--- src/rtl/button_pulse_gen_pkg.sv ---
// -----------------------------------------------------------------------------
// button_pulse_gen_pkg
//   Shared definitions for the pushbutton pulse generator:
//   - chan_state_e : per-channel auto-repeat FSM state encoding (2 bits)
//   - cnt_width()  : bit width needed to hold a counter value 0..max_val
// -----------------------------------------------------------------------------
package button_pulse_gen_pkg;

   typedef enum logic [1:0] {
      ST_IDLE   = 2'd0,
      ST_DELAY  = 2'd1,
      ST_REPEAT = 2'd2
   } chan_state_e;

   // Width of a counter that must represent every value 0..max_val.
   function automatic int unsigned cnt_width(input int unsigned max_val);
      return (max_val < 2) ? 1 : $clog2(max_val + 1);
   endfunction

endpackage : button_pulse_gen_pkg

--- src/rtl/button_channel.sv ---
// -----------------------------------------------------------------------------
// button_channel
//   One pushbutton: synchroniser, debouncer and press/auto-repeat FSM.
//   Produces a combinational pulse candidate; the top level arbitrates it
//   against the other channel and registers the final output.
//
// Ports
//   clk        in   clock
//   rst_n      in   asynchronous active-low reset
//   btn_raw_i  in   raw button level (asynchronous, may bounce)
//   held_o     out  debounced button level (registered)
//   pulse_o    out  pulse candidate, valid for the coming clock edge
// -----------------------------------------------------------------------------
module button_channel
   import button_pulse_gen_pkg::*;
#(
   parameter int unsigned SYNC_STAGES     = 2,
   parameter int unsigned DEBOUNCE_CYCLES = 1000,
   parameter bit          REPEAT_EN       = 1'b1,
   parameter int unsigned REPEAT_DELAY    = 50000,
   parameter int unsigned REPEAT_RATE     = 10000
) (
   input  logic clk,
   input  logic rst_n,
   input  logic btn_raw_i,
   output logic held_o,
   output logic pulse_o
);

   localparam int unsigned DB_W    = cnt_width(DEBOUNCE_CYCLES);
   localparam int unsigned TMR_MAX = (REPEAT_DELAY > REPEAT_RATE) ? REPEAT_DELAY : REPEAT_RATE;
   localparam int unsigned TMR_W   = cnt_width(TMR_MAX);

   localparam logic [DB_W-1:0]  DB_LIMIT  = DB_W'(DEBOUNCE_CYCLES);
   localparam logic [TMR_W-1:0] TMR_DELAY = TMR_W'(REPEAT_DELAY);
   localparam logic [TMR_W-1:0] TMR_RATE  = TMR_W'(REPEAT_RATE);
   localparam logic [TMR_W-1:0] TMR_ONE   = TMR_W'(1);

   logic [SYNC_STAGES-1:0] sync_q;
   logic                   sync_x;
   logic                   held_q, held_d;
   logic [DB_W-1:0]        db_cnt_q, db_cnt_d;
   logic                   held_rise, held_fall;
   chan_state_e            state_q, state_d;
   logic [TMR_W-1:0]       tmr_q, tmr_d;
   logic                   pulse_cand;

   assign sync_x = sync_q[SYNC_STAGES-1];

   // Debounce: count consecutive cycles where the synchronised level disagrees
   // with the accepted level. The toggle happens on the edge after the count
   // reaches DEBOUNCE_CYCLES, provided the disagreement still holds.
   always_comb begin
      // NOTE: every always_comb output gets a default first so no path leaves
      // it unassigned, which would otherwise infer a latch.
      held_d   = held_q;
      db_cnt_d = '0;
      if (sync_x != held_q) begin
         if (db_cnt_q == DB_LIMIT) begin
            held_d   = ~held_q;
            db_cnt_d = '0;
         end else begin
            db_cnt_d = db_cnt_q + 1'b1;
         end
      end
   end

   // Edges are taken from the next-state level so the press pulse lands on
   // the same edge that held goes high.
   assign held_rise = held_d & ~held_q;
   assign held_fall = ~held_d & held_q;

   // Press / auto-repeat FSM. A timer value of 1 means the pulse fires on the
   // coming edge, where the timer would reach 0.
   always_comb begin
      state_d    = state_q;
      tmr_d      = tmr_q;
      pulse_cand = 1'b0;
      if (held_fall) begin
         state_d = ST_IDLE;
         tmr_d   = '0;
      end else begin
         unique case (state_q)
            ST_IDLE: begin
               if (held_rise) begin
                  pulse_cand = 1'b1;
                  if (REPEAT_EN) begin
                     state_d = ST_DELAY;
                     tmr_d   = TMR_DELAY;
                  end
               end
            end
            ST_DELAY, ST_REPEAT: begin
               if (tmr_q <= TMR_ONE) begin
                  pulse_cand = 1'b1;
                  state_d    = ST_REPEAT;
                  tmr_d      = TMR_RATE;
               end else begin
                  tmr_d = tmr_q - 1'b1;
               end
            end
            default: begin
               state_d = ST_IDLE;
               tmr_d   = '0;
            end
         endcase
      end
   end

   always_ff @(posedge clk or negedge rst_n) begin
      if (!rst_n) begin
         sync_q   <= '0;
         held_q   <= 1'b0;
         db_cnt_q <= '0;
         state_q  <= ST_IDLE;
         tmr_q    <= '0;
      end else begin
         // NOTE: sequential state uses non-blocking assignments so every flop
         // samples the pre-edge values, keeping the synchroniser a true chain.
         sync_q   <= {sync_q[SYNC_STAGES-2:0], btn_raw_i};
         held_q   <= held_d;
         db_cnt_q <= db_cnt_d;
         state_q  <= state_d;
         tmr_q    <= tmr_d;
      end
   end

   assign held_o  = held_q;
   assign pulse_o = pulse_cand;

endmodule : button_channel

--- src/rtl/button_pulse_gen.sv ---
// -----------------------------------------------------------------------------
// button_pulse_gen
//   Turns raw up/down pushbuttons into clean single-cycle increment and
//   decrement pulses for the up/down counter. Each button gets its own
//   sync/debounce/auto-repeat channel; this level only arbitrates and
//   registers the outputs. Simultaneous candidates cancel each other, so
//   acrescer and decrescer are never high together.
//
// Ports
//   clk           in   clock
//   rst_n         in   asynchronous active-low reset
//   btn_up_raw    in   raw up button, active-high, may bounce
//   btn_down_raw  in   raw down button, active-high, may bounce
//   acrescer      out  one-cycle increment pulse (registered)
//   decrescer     out  one-cycle decrement pulse (registered)
//   up_held       out  debounced up level
//   down_held     out  debounced down level
// -----------------------------------------------------------------------------
module button_pulse_gen
   import button_pulse_gen_pkg::*;
#(
   parameter int unsigned SYNC_STAGES     = 2,
   parameter int unsigned DEBOUNCE_CYCLES = 1000,
   parameter bit          REPEAT_EN       = 1'b1,
   parameter int unsigned REPEAT_DELAY    = 50000,
   parameter int unsigned REPEAT_RATE     = 10000
) (
   input  logic clk,
   input  logic rst_n,
   input  logic btn_up_raw,
   input  logic btn_down_raw,
   output logic acrescer,
   output logic decrescer,
   output logic up_held,
   output logic down_held
);

   logic up_cand, down_cand;
   logic acrescer_q, decrescer_q;

   button_channel #(
      .SYNC_STAGES    (SYNC_STAGES),
      .DEBOUNCE_CYCLES(DEBOUNCE_CYCLES),
      .REPEAT_EN      (REPEAT_EN),
      .REPEAT_DELAY   (REPEAT_DELAY),
      .REPEAT_RATE    (REPEAT_RATE)
   ) u_up (
      .clk      (clk),
      .rst_n    (rst_n),
      .btn_raw_i(btn_up_raw),
      .held_o   (up_held),
      .pulse_o  (up_cand)
   );

   button_channel #(
      .SYNC_STAGES    (SYNC_STAGES),
      .DEBOUNCE_CYCLES(DEBOUNCE_CYCLES),
      .REPEAT_EN      (REPEAT_EN),
      .REPEAT_DELAY   (REPEAT_DELAY),
      .REPEAT_RATE    (REPEAT_RATE)
   ) u_down (
      .clk      (clk),
      .rst_n    (rst_n),
      .btn_raw_i(btn_down_raw),
      .held_o   (down_held),
      .pulse_o  (down_cand)
   );

   // Conflicting requests cancel; the channel timers keep running regardless.
   always_ff @(posedge clk or negedge rst_n) begin
      if (!rst_n) begin
         acrescer_q  <= 1'b0;
         decrescer_q <= 1'b0;
      end else begin
         acrescer_q  <= up_cand & ~down_cand;
         decrescer_q <= down_cand & ~up_cand;
      end
   end

   assign acrescer  = acrescer_q;
   assign decrescer = decrescer_q;

endmodule : button_pulse_gen

--- config.mk ---
export PLATFORM = sky130hd
export DESIGN_NAME = button_pulse_gen
export DESIGN_NICKNAME = d
export VERILOG_FILES = /design/src/rtl/button_pulse_gen_pkg.sv /design/src/rtl/button_channel.sv /design/src/rtl/button_pulse_gen.sv
export SDC_FILE = /design/constraint.sdc
export NUM_CORES = 1
export LEC_CHECK = 0
export BUFFER_PORTS_ARGS = -buffer_cell sky130_fd_sc_hd__buf_2
export CAP_MARGIN = 40
export CORE_MARGIN = 2
export CORE_UTILIZATION = 50
export CTS_CLUSTER_DIAMETER = 80
export DETAILED_ROUTE_END_ITERATION = 6
export GPL_TIMING_DRIVEN = 1
export PLACE_DENSITY = 0.66
export SYNTH_ARGS = -nofsm -noshare
export SYNTH_HDL_FRONTEND = slang
export SYNTH_SLANG_ARGS = --single-unit
--- constraint.sdc ---
create_clock -name clk -period 2.7 [get_ports clk]
set_input_delay 0 -clock clk [delete_from_list [all_inputs] [get_ports clk]]
set_output_delay 0 -clock clk [all_outputs]
set_load 0.02 [all_outputs]
# Yosys cells after proc, flatten, opt, wreduce, memory -nomap -nowiden
# Cells that the tools add are included.
# totals
reg_bits	64
input_bits	4
output_inout_bits	4
elab_cells	80
# classes
n_addsub	4
magnitude_cmp	2
n_eq_ne	12
muxes	32
bitwise_logic	12
n_reduce_logical	6
# ops
operator	n
16-bit two-way mux	6
16-bit one-hot mux with 2 select lines	2
10-bit two-way mux	4
16-bit by 1-bit less-or-equal comparator with 1-bit output, second input constant	2
16-bit by 1-bit subtractor with 16-bit output, second input constant	2
10-bit by 1-bit adder with 10-bit output, second input constant	2
10-bit == test, second input constant	2
2-bit two-way mux	6
3-bit by 1-bit inequality test with 1-bit output, second input constant	4
1-bit two-way mux	10
2-bit one-hot mux with 2 select lines	2
1-bit AND	6
1-bit inverter	6
2-bit by 1-bit == test with 1-bit output, second input constant	2
2-bit == test, second input constant	2
2-bit logical NOT	2
1-bit one-hot mux with 2 select lines	2
2-bit AND reduction	2
2-bit OR reduction	2
1-bit inequality test	2

# Logic depth before layout (Yosys ltp)
# Gate-level depths: netlist of run 1.
# depth
depth_word	9
ltp_mapped	8
depth_no_buf	7

# Cells and area by module
# From an unflattened synthesis of run 1, not the netlist that was laid out.
# unflattened
hier_cells	375
area_unflattened_um2	3621.0
# modules_own_cells
mod	instances	cells_each	area_per_inst_um2	seq_area_each_um2
button_channel (u_up)	1	189	1799.2	775.7
button_channel (u_down)	1	182	1756.7	775.7
button_pulse_gen	1	4	65.1	50.0

# Worst setup path before layout of run 1
# OpenSTA, ideal clock, no wires.
# synth_timing
path_kind	register to register
start	reg u_up.tmr_q[8]
end	reg u_up.tmr_q[6]
setup_time_ns	0.126
arrival_ns	2.142
required_ns	2.574
slack_ns	0.432
path_stages_with_launch	6
n_path_buf	0
path_cell_list	dfrtp_1 -> or3_4 -> or4_4 -> nor4_4 -> nor3_2 -> a221o_1
# synth_via
elab_chain_cells	4
# synth_rtl
element	line	source
start: declaration	button_channel.sv:45	logic [TMR_W-1:0] tmr_q, tmr_d;
start signal: assignment	button_channel.sv:124	tmr_q <= tmr_d;
16-bit by 1-bit less-or-equal comparator with 1-bit output	button_channel.sv:94	if (tmr_q <= TMR_ONE) begin
16-bit two-way mux	button_channel.sv:94	
16-bit one-hot mux with 2 select lines	button_channel.sv:83	unique case (state_q)
16-bit two-way mux	button_channel.sv:79	if (held_fall) begin
# No other way between the ends.
# A chain may end at the register's enable or synchronous reset.

# Worst setup path in the final report of run 1
# layout_timing
start	reg u_up.tmr_q[8]
end	reg u_up.tmr_q[15]
# layout_via
elab_chain_cells	4
# layout_rtl
element	line
16-bit by 1-bit subtractor with 16-bit output / 16-bit by 1-bit less-or-equal comparator with 1-bit output (equally long branches)	button_channel.sv:99, button_channel.sv:94
16-bit two-way mux (*)	button_channel.sv:94
16-bit one-hot mux with 2 select lines (*)	button_channel.sv:83
16-bit two-way mux (*)	button_channel.sv:79
# Every way passes the cells marked *; elsewhere a longest branch is shown, timed or not.

==> results.md, run 1 <==
- Syn Area/Cell: 9.366 um^2
- Filler cell count: approximately 610
- Critical path class: reg2reg
- Max-slew violations: 0
- Final WL: 7.888 mm
- Ys Warns: 0
- Cell Rows: 30
- Initial antenna violation count: 0
- Post-synth top cells: 64 x dfrtp_1, 46 x nor2_1, 24 x nand2_1
- Starting Density: a little over half
- Sequential area share after synthesis: about 44%
- Syn_nets: 401
- First-pass iteration count of the detailed router: 4
- Minimum clock period: approximately 2.5 ns
- Worst Max-Slew Pin Slew: 0.7517 ns
- FFs w/ async S/R, synth: 100.0%
- Sw Ratio: 23.38%
- GRT Total Usage: 22.02%
- Via-per-instance ratio: 5.835
- Post-CTS setup buffers: 0
- Final period utilization: 92.43%
- CTS tree: yes
- Overall Power: 1.982 mW
- Routability cong.: 0.8731
- Root buffer cell: clkbuf_8
- # diodes: 0
- Post-Place Cells: 489
- Sink Count: 64
- Clk_lat worst skew: between 0.3 and 0.4 ns
- Fmax: 400.7 MHz
- Post-synth EDFFs: 0
- Largest net degree at the start of global routing: 40
- Place WS: 0.1767 ns
- CP Capture Type: flip-flop
- Post-Syn Area: 3606 um^2
- I/O Buffers: 7
- Reg power frac: 49.4%
- Clk buf depth: 2
- Hold WS: 0.1890 ns
- Vias in the first global route: approximately 2800
- Fin util: 59.42%
- DRC Markers: 0
- Logic pwr share: between 2 and 3%
- Syn Inst Count: 385
- Area contributors post-synth: dfrtp_1 44%, nor2_1 4.8%, ha_1 4.2%
- Final-report hold violation count: 0
- Cts bufs inserted: 9
- H-tree Lvls: 3
- Die Span Y: 88.93 um
- Clock power share: around 48%
- Worst-path cell with the longest stage delay: or4_1
- Crit path cell chain: or3_4 > or4_4 > or4_1 > a41oi_1 > nand3_1
- Reg2Reg Depth: 5
- Final #Nets: 423
- Post-synth top area share: 44.41%
- Area grow syn2layout: 13.19%
- Grt ovf: 0
- Iter 0 DRT Violations: 192
- Layout Skew: approximately 0.014 ns
- Setup TNS: 0 ns
- Crit path from: u_up.tmr_q[8]
- Pwr/cell area: approximately 500 nW/um^2
- Area of the multi-input gates: 1882 um^2
- Yosys top cell by area: dfrtp_1
- Core area: 6869 um^2
- DRT antenna net count: 0
- Finished Layout Cells: 508
- Floorplan die width: 88.93 um
- Synth unique cells: 62
- Via Count: around 3000
- Final WS setup: 0.2043 ns
- Hold WC Path Type: in2async
- Power Internal: around 1.5 mW
- RSZ-0062 raised after global routing: false
- Finished Cell Area: a little over 4000 um^2
- Placed cell areas: between 3000 and 4000 um^2
- Max Cap Viol: 0
- Net switching power: 0.4634 mW
- Share of cells above drive strength 1: 13.11%
- DP HPWL: 5.685 mm
- Count leader, synth: dfrtp_1
- Data arrival, critical path: 2.71 ns
- First-pass GRT wire length: 13.42 mm
- FF/Latch Area: 1602 um^2
- Synthesized flop and latch total: 64
- Max_slew headroom: 49.55%
- Die area: 7908 um^2
- Reg2Reg Launch Point: u_up.tmr_q[8]
- Worst setup SP type: flip-flop
- P_leak: 1.867 nW
- Crit-path max cell delay: approximately 0.74 ns
- VDD IR-drop max: 0.3010 mV
- Ys flop type: dfrtp_1
- Boundary Pins: 8
- Outcome: finished clean
- Worst Path Required: 2.92 ns
- Avg WL per Cell: 15.53 um
- Clock-pin slew on the worst setup and hold paths: 0.09 ns
- Final setup fails: 0
- Worst-path fanout max: 9
==> path summary, 6_finish.rpt <==
path,endpoint,slack [ns]
min,u_down.tmr_q[11],0.19
min reg2reg,u_up.sync_q[1],0.36
max,u_up.tmr_q[15],0.20
min in group clk,u_down.sync_q[0],0.31
max reg2reg,u_up.tmr_q[15],0.20
max in group asynchronous,u_up.tmr_q[8],1.88
==> layout by cell type, fill, tap and decap left out, drive strengths merged, types with 4 or more instances in the layout <==
master and instances:
dfrtp 64, nor2 46, nand2 24, inv 22, o21ai 21, buf 20
nor3 18, nand3 15, a21oi 15, ha 12, xnor2 11, nor4 11
clkbuf 9, or3 8, and3 7, xor2 7, nor2b 6, a22o 6
o211ai 6, or2 5, o31ai 5, or4 5, nand4 4, nand2b 4
o21a 4, a41oi 4, a221o 4, o22ai 4
==> critical path, delay by kind of cell (launching register included) <==
kind,cells,cell delay [ns]
AND/OR/NAND/NOR,4,1.74
AO/OA/AOI/OAI,1,0.24
flip-flops,1,0.40
==> registers in the layout (all words and copies together), names as in the netlist <==
name and cells:
u_down.held_o 1, u_down.state_q 2, u_down.sync_q 2, acrescer 1, u_up.held_o 1, decrescer 1
u_up.state_q 2, u_up.db_cnt_q 10, u_down.db_cnt_q 10, u_up.tmr_q 16, u_down.tmr_q 16, u_up.sync_q 2
==> power groups by stage <==
stage / Clock [mW] / Sequential [mW] / Combinational (mW)
after floorplan: 0 / 0.996 / 0.0219
after global placement: 0 / 0.998 / 0.0513
after detailed placement: 0 / 0.999 / 0.0529
after CTS: 0.961 / 0.980 / 0.0565
after global routing: 1.00 / 0.981 / 0.0639
final: 0.948 / 0.980 / 0.0543
==> per-layer routing <==
layer	vias to the layer above	wire length, um	track usage [%]
met3	9	294	3.416
li1	1466	-	-
met2	65	3662	34.67
met4	0	89	8.540
met5	-	0	0
met1	1424	3841	30.76
==> final cells by class <==
cell class              count  area share (%)
flip-flops and latches     64           39.24
clock buffers               9           3.035
multi-input cells         289           46.11
clock inverters             7           2.544
inverters                  20           1.839
repair buffers             23           4.292
well taps                  96           2.943
==> kinds of logic (layout without fill, tap and decap cells) <==
| group | after synthesis | in the layout | synth area share (%) |
|---|---|---|---|
| buf+inv | 32 | 59 | 3.643 |
| flops | 64 | 64 | 44.41 |
| compound gates | 96 | 96 | 19.05 |
| fa+ha+maj | 12 | 12 | 4.164 |
| simple gates | 161 | 161 | 23.73 |
| mux | 2 | 2 | 0.6245 |
| xor+xnor | 18 | 18 | 4.372 |
==> repair_timing <==
item                                    in CTS  in global routing
hold buffers                                 3                  0
resized for setup                            0                  1
hold endpoints to repair                    27                  0
endpoints found under the setup margin       0                  1
(Power assumes the default switching activity.)
==> inputs of run 2 (changes only) <==
- MAX_ROUTING_LAYER: not set -> met4
==> run 2 against run 1 <==
Compared with the run above:
- sequential power barely moved
- critical path depth did not move
- die area did not move
- clock skew fell by 0.0023 ns
- global-route usage rose by 0.90 points
- highest routed layer unchanged
- register-to-register slack got worse by 0.03 ns
- combinational power fell by 0.9%
- clock power fell by 11%
- worst hold slack improved by 0.030 ns
==> results.md, run 2 (same netlist as run 1, synthesis figures left out) <==
- Fin util: between 50% and 60%
- Cts bufs inserted: 9
- Sink Count: 64
- Area grow syn2layout: 12.32%
- Floorplan die width: 88.93 um
- DP HPWL: 5.533 mm
- Final setup fails: 0
- Final-report hold violation count: 0
- CTS tree: yes
- Die Span Y: 88.93 um
- DRT antenna net count: 0
- RSZ-0062 raised after global routing: false
- Filler cell count: roughly 610
- Final #Nets: 423
- Layout Skew: 0.01125 ns
- Grt ovf: 0
- DRC Markers: 0
- Routability cong.: 0.9322
- Hold WC Path Type: in2async
- Final WL: between 7 and 8 mm
- Pwr/cell area: 464.1 nW/um^2
- Vias in the first global route: around 2800
- Worst Path Required: 2.93 ns
- Worst-path fanout max: 12
- Core area: 6869 um^2
- Critical path class: reg2reg
- Final period utilization: 93.71%
- Most common cell after layout, fill and taps aside: dfrtp_1
- Root buffer cell: clkbuf_8
- Via-per-instance ratio: 5.935
- Setup TNS: 0 ns
- Commonest non-fill, non-tap cells in the layout: 64 x dfrtp_1, 46 x nor2_1, 24 x nand2_1
- First-pass iteration count of the detailed router: 4
- Max-slew violations: 0
- Crit path from: u_down.tmr_q[6]
- Data arrival, critical path: approximately 2.8 ns
- Overall Power: about 1.9 mW
- Iter 0 DRT Violations: just under 200
- Clk buf depth: 2
- Reg2Reg Launch Point: u_down.tmr_q[6]
- I/O Buffers: 7
- Via Count: 3009
- CP Capture Type: flip-flop
- Avg WL per Cell: 15.28 um
- VDD IR-drop max: 0.2910 mV
- H-tree Lvls: 3
- First-pass GRT wire length: 13.45 mm
- Largest net degree at the start of global routing: 38
- Minimum clock period: 2.530 ns
- Post-Place Cells: slightly below 500
- Boundary Pins: 8
- Cell Rows: 30
- Clk_lat worst skew: 0.35 ns
- Max Cap Viol: 0
- Worst Max-Slew Pin Slew: roughly 0.7 ns
- Biggest regs: u_down.tmr_q: 16 flops, u_up.tmr_q: 16 flops
- # diodes: 0
- P_leak: 1.850 nW
- Max_slew headroom: 52.07%
- GRT Total Usage: 22.92%
- Share of cells above drive strength 1: 12.90%
- Worst setup SP type: flip-flop
- Die area: 7908 um^2
- Finished Layout Cells: 507
- Starting Density: 52.50%
- Outcome: finished clean
- Fmax: 395.2 MHz
- Initial antenna violation count: 0
- Clock-pin slew on the worst setup and hold paths: 0.07 ns
- Hold WS: roughly 0.22 ns
## run 2: worst max-delay path: stages, from the launching register on
cell and delay [ns]:
dfrtp_1 0.43, or4_4 0.54, or3_1 0.39, o211ai_2 0.42
nor2_1 0.24, a221o_1 0.39
## run 2: layout make-up
type | instances | area, um^2 | share of cell area, %
inverter | 20 | 75.07 | 1.854
clock buffer | 11 | 151.4 | 3.738
tap | 96 | 120.1 | 2.966
multi-input combinational | 289 | 1873 | 46.25
clock inverter | 4 | 53.80 | 1.328
sequential | 64 | 1602 | 39.54
timing repair buffer | 23 | 175.2 | 4.325
## run 2: through the flow
stage | instance area, um^2 | worst slack (ns)
after floorplan | 3606 | 0.4317
after CTS | 4050 | 0.1902
final | 4050 | 0.1697
after detailed placement | 3815 | 0.2061
after global routing | 4050 | 0.04715
after global placement | 3815 | 0.2768
## run 2: power by group
group          leakage (nW)  total (mW)  internal (mW)  switching, mW
Clock                0.0976       0.846          0.473          0.373
Sequential            0.880       0.980          0.969         0.0113
Combinational         0.873      0.0538         0.0189         0.0349
Total                  1.85        1.88           1.46          0.419
## run 2: worst paths after layout
| kind | cells after the start | end | slack [ns] |
|---|---|---|---|
| max in group asynchronous | 3 | u_up.state_q[0] | 1.86 |
| min in group clk | 2 | u_down.sync_q[0] | 0.30 |
| worst max-delay path | 5 | u_down.tmr_q[6] | 0.17 |
| worst min register to register | 0 | u_down.sync_q[1] | 0.35 |
| worst min-delay path | 2 | u_down.tmr_q[11] | 0.22 |
| worst max register to register | 5 | u_down.tmr_q[6] | 0.17 |
## run 2: what timing repair did
item                      CTS  global route
gates resized for setup     0             0
hold buffers                3             0
setup buffers               0             0
hold endpoints to repair   29             0
## run 2: metal layers
| layer | global-route usage (%) | share of wire, % | wire (um) |
|---|---|---|---|
| met1 | 30.27 | 48 | 3700 |
| met5 | - | 0 | 0 |
| met2 | 33.72 | 45 | 3518 |
| met3 | 6.094 | 5.0 | 389 |
| met4 | 9.091 | 1.8 | 140 |
==> inputs of run 3 (changes only) <==
- CTS_BUF_LIST: not set -> sky130_fd_sc_hd__clkbuf_16
==> run 3 against run 2 <==
Compared with the run above:
- wire length is 1.5% higher
- die area unchanged
- clock-buffer cell count shrank 2
- cell count did not move
- sequential share of layout area down 0.78 points
- critical path type unchanged
- largest power group is now the clock network
==> results.md, run 3 (same netlist as run 1, synthesis figures left out) <==
- Outcome: finished clean
- Sink Count: 64
- Initial antenna violation count: 0
- Final WL: 7.864 mm
- Via Count: 3048
- P_leak: between 1.5 and 2 nW
- Starting Density: roughly 52%
- Boundary Pins: 8
- Logic pwr share: 2.5%
- Data arrival, critical path: 2.74 ns
- Max Cap Viol: 0
- # diodes: 0
- Largest net degree at the start of global routing: 38
- Worst Path Required: around 2.9 ns
- H-tree Lvls: 3
- Clock power share: 51.8%
- CP Capture Type: flip-flop
- Cell Rows: 30
- Max_slew headroom: a little over half
- Die area: 7908 um^2
- Area grow syn2layout: 14.57%
- Share of cells above drive strength 1: 12.41%
- Core area: 6869 um^2
- DRT antenna net count: 0
- Reg power frac: between 40% and 50%
- Final setup fails: 0
- CTS tree: yes
- Routability cong.: just over 0.9
- Worst-path cell with the longest stage delay: or4_4
- Crit-path max cell delay: 0.54 ns
- Post-CTS setup buffers: 0
- Crit path cell chain: or4_4 > or3_1 > o211ai_2 > nor2_1 > a221o_1
- Clock-pin slew on the worst setup and hold paths: 0.05 ns
- Worst Max-Slew Pin Slew: 0.7098 ns
- Fmax: about 400 MHz
- Floorplan die width: 88.93 um
- Critical path class: reg2reg
- Max-slew violations: 0
- Grt ovf: 0
- Worst-path fanout max: 12
- Net switching power: 0.4563 mW
- Filler cell count: 605
- Cts bufs inserted: 9
- I/O Buffers: 7
- VDD IR-drop max: 0.3924 mV
- Final period utilization: 93.84%
- Iter 0 DRT Violations: 260
- Most common cell after layout, fill and taps aside: dfrtp_1
- Hold WC Path Type: in2async
- Pwr/cell area: roughly 520 nW/um^2
- Finished Layout Cells: 507
- Setup TNS: 0 ns
- Minimum clock period: between 2 and 3 ns
- RSZ-0062 raised after global routing: false
- Biggest regs: u_down.tmr_q: 16 flops, u_up.tmr_q: 16 flops
- Final #Nets: 423
- Final-report hold violation count: 0
- Die Span Y: ~89 um
- GRT Total Usage: 22.96%
- Commonest non-fill, non-tap cells in the layout: 64 x dfrtp_1, 46 x nor2_1, 24 x nand2_1
- Vias in the first global route: 2858
- Worst setup SP type: flip-flop
- First-pass GRT wire length: around 14 mm
- Clk_lat worst skew: 0.33 ns
- Root buffer cell: clkbuf_16
- Layout Skew: 0.006764 ns
- Crit path from: u_down.tmr_q[6]
- Avg WL per Cell: roughly 16 um
- Post-Place Cells: 489
- Via-per-instance ratio: between 6 and 7
- First-pass iteration count of the detailed router: 5
- Sw Ratio: 21.24%
- DP HPWL: about 5.5 mm
- DRC Markers: 0
- Clk buf depth: 2
- Power Internal: 1.692 mW
- Reg2Reg Launch Point: u_down.tmr_q[6]
==> run 3: cell count changes in the layout (fill, tap and decap cells not counted) <==
| cell | before | now |
|---|---|---|
| clkbuf_16 | 0 | 9 |
| clkinv_1 | 0 | 2 |
| clkbuf_8 | 11 | 0 |
==> run 3: metrics by stage <==
step                power [mW]  area (um^2)  hold WS, ns  worst slack (ns)  util [%]
floorplan                1.018         3606      -0.2956            0.4317         -
global placement         1.049         3815      0.06936            0.2768     55.54
detailed placement       1.051         3815      0.08573            0.2061     55.54
CTS                      2.181         4131       0.2656            0.1925     60.15
global route             2.235         4131       0.3154           0.04978     60.15
finish                   2.149         4131       0.2435            0.1663     60.15
==> run 3: path summary, 6_finish.rpt <==
path / endpoint / slack (ns) / cells after the start
worst min-delay path: u_down.tmr_q[11] / 0.24 / 2
max in group asynchronous: u_up.state_q[1] / 1.83 / 3
worst min register to register: u_up.sync_q[1] / 0.35 / 0
worst max-delay path: u_down.tmr_q[6] / 0.17 / 5
worst max register to register: u_down.tmr_q[6] / 0.17 / 5
min in group clk: u_down.sync_q[0] / 0.32 / 2
==> run 3: worst max-delay path, delay by kind of cell (launching register included) <==
family | cells | cell delay, ns
compound gates | 2 | 0.81
flops | 1 | 0.43
simple gates | 3 | 1.17
==> run 3: cell type report <==
| type | instances | area, um^2 | area share, % |
|---|---|---|---|
| Tap cell | 96 | 120.1 | 2.907 |
| Multi-Input combinational cell | 289 | 1873 | 45.34 |
| Clock buffer | 9 | 225.2 | 5.451 |
| Clock inverter | 6 | 61.31 | 1.484 |
| Inverter | 20 | 75.07 | 1.817 |
| Sequential cell | 64 | 1602 | 38.76 |
| Timing Repair Buffer | 23 | 175.2 | 4.240 |
==> run 3: what timing repair did <==
action                    in CTS  in global routing
resized for setup              0                  0
hold endpoints to repair      29                  0
hold buffers                   3                  0
==> run 3: power by group through the flow <==
stage          Clock, mW  Combinational [mW]  Sequential, mW
2_1_floorplan          0              0.0219           0.996
3_3_place_gp           0              0.0516           0.998
3_5_place_dp           0              0.0526           0.998
4_1_cts             1.14              0.0565           0.981
5_1_grt             1.19              0.0642           0.983
6_report            1.11              0.0543           0.982
==> run 3: metal layers <==
layer	share of wire [%]	GRT usage [%]	wire length, um
met5	0	-	0
met3	6.1	6.464	477
met1	47	30.75	3686
met4	0.93	6.749	73
met2	46	34.19	3627
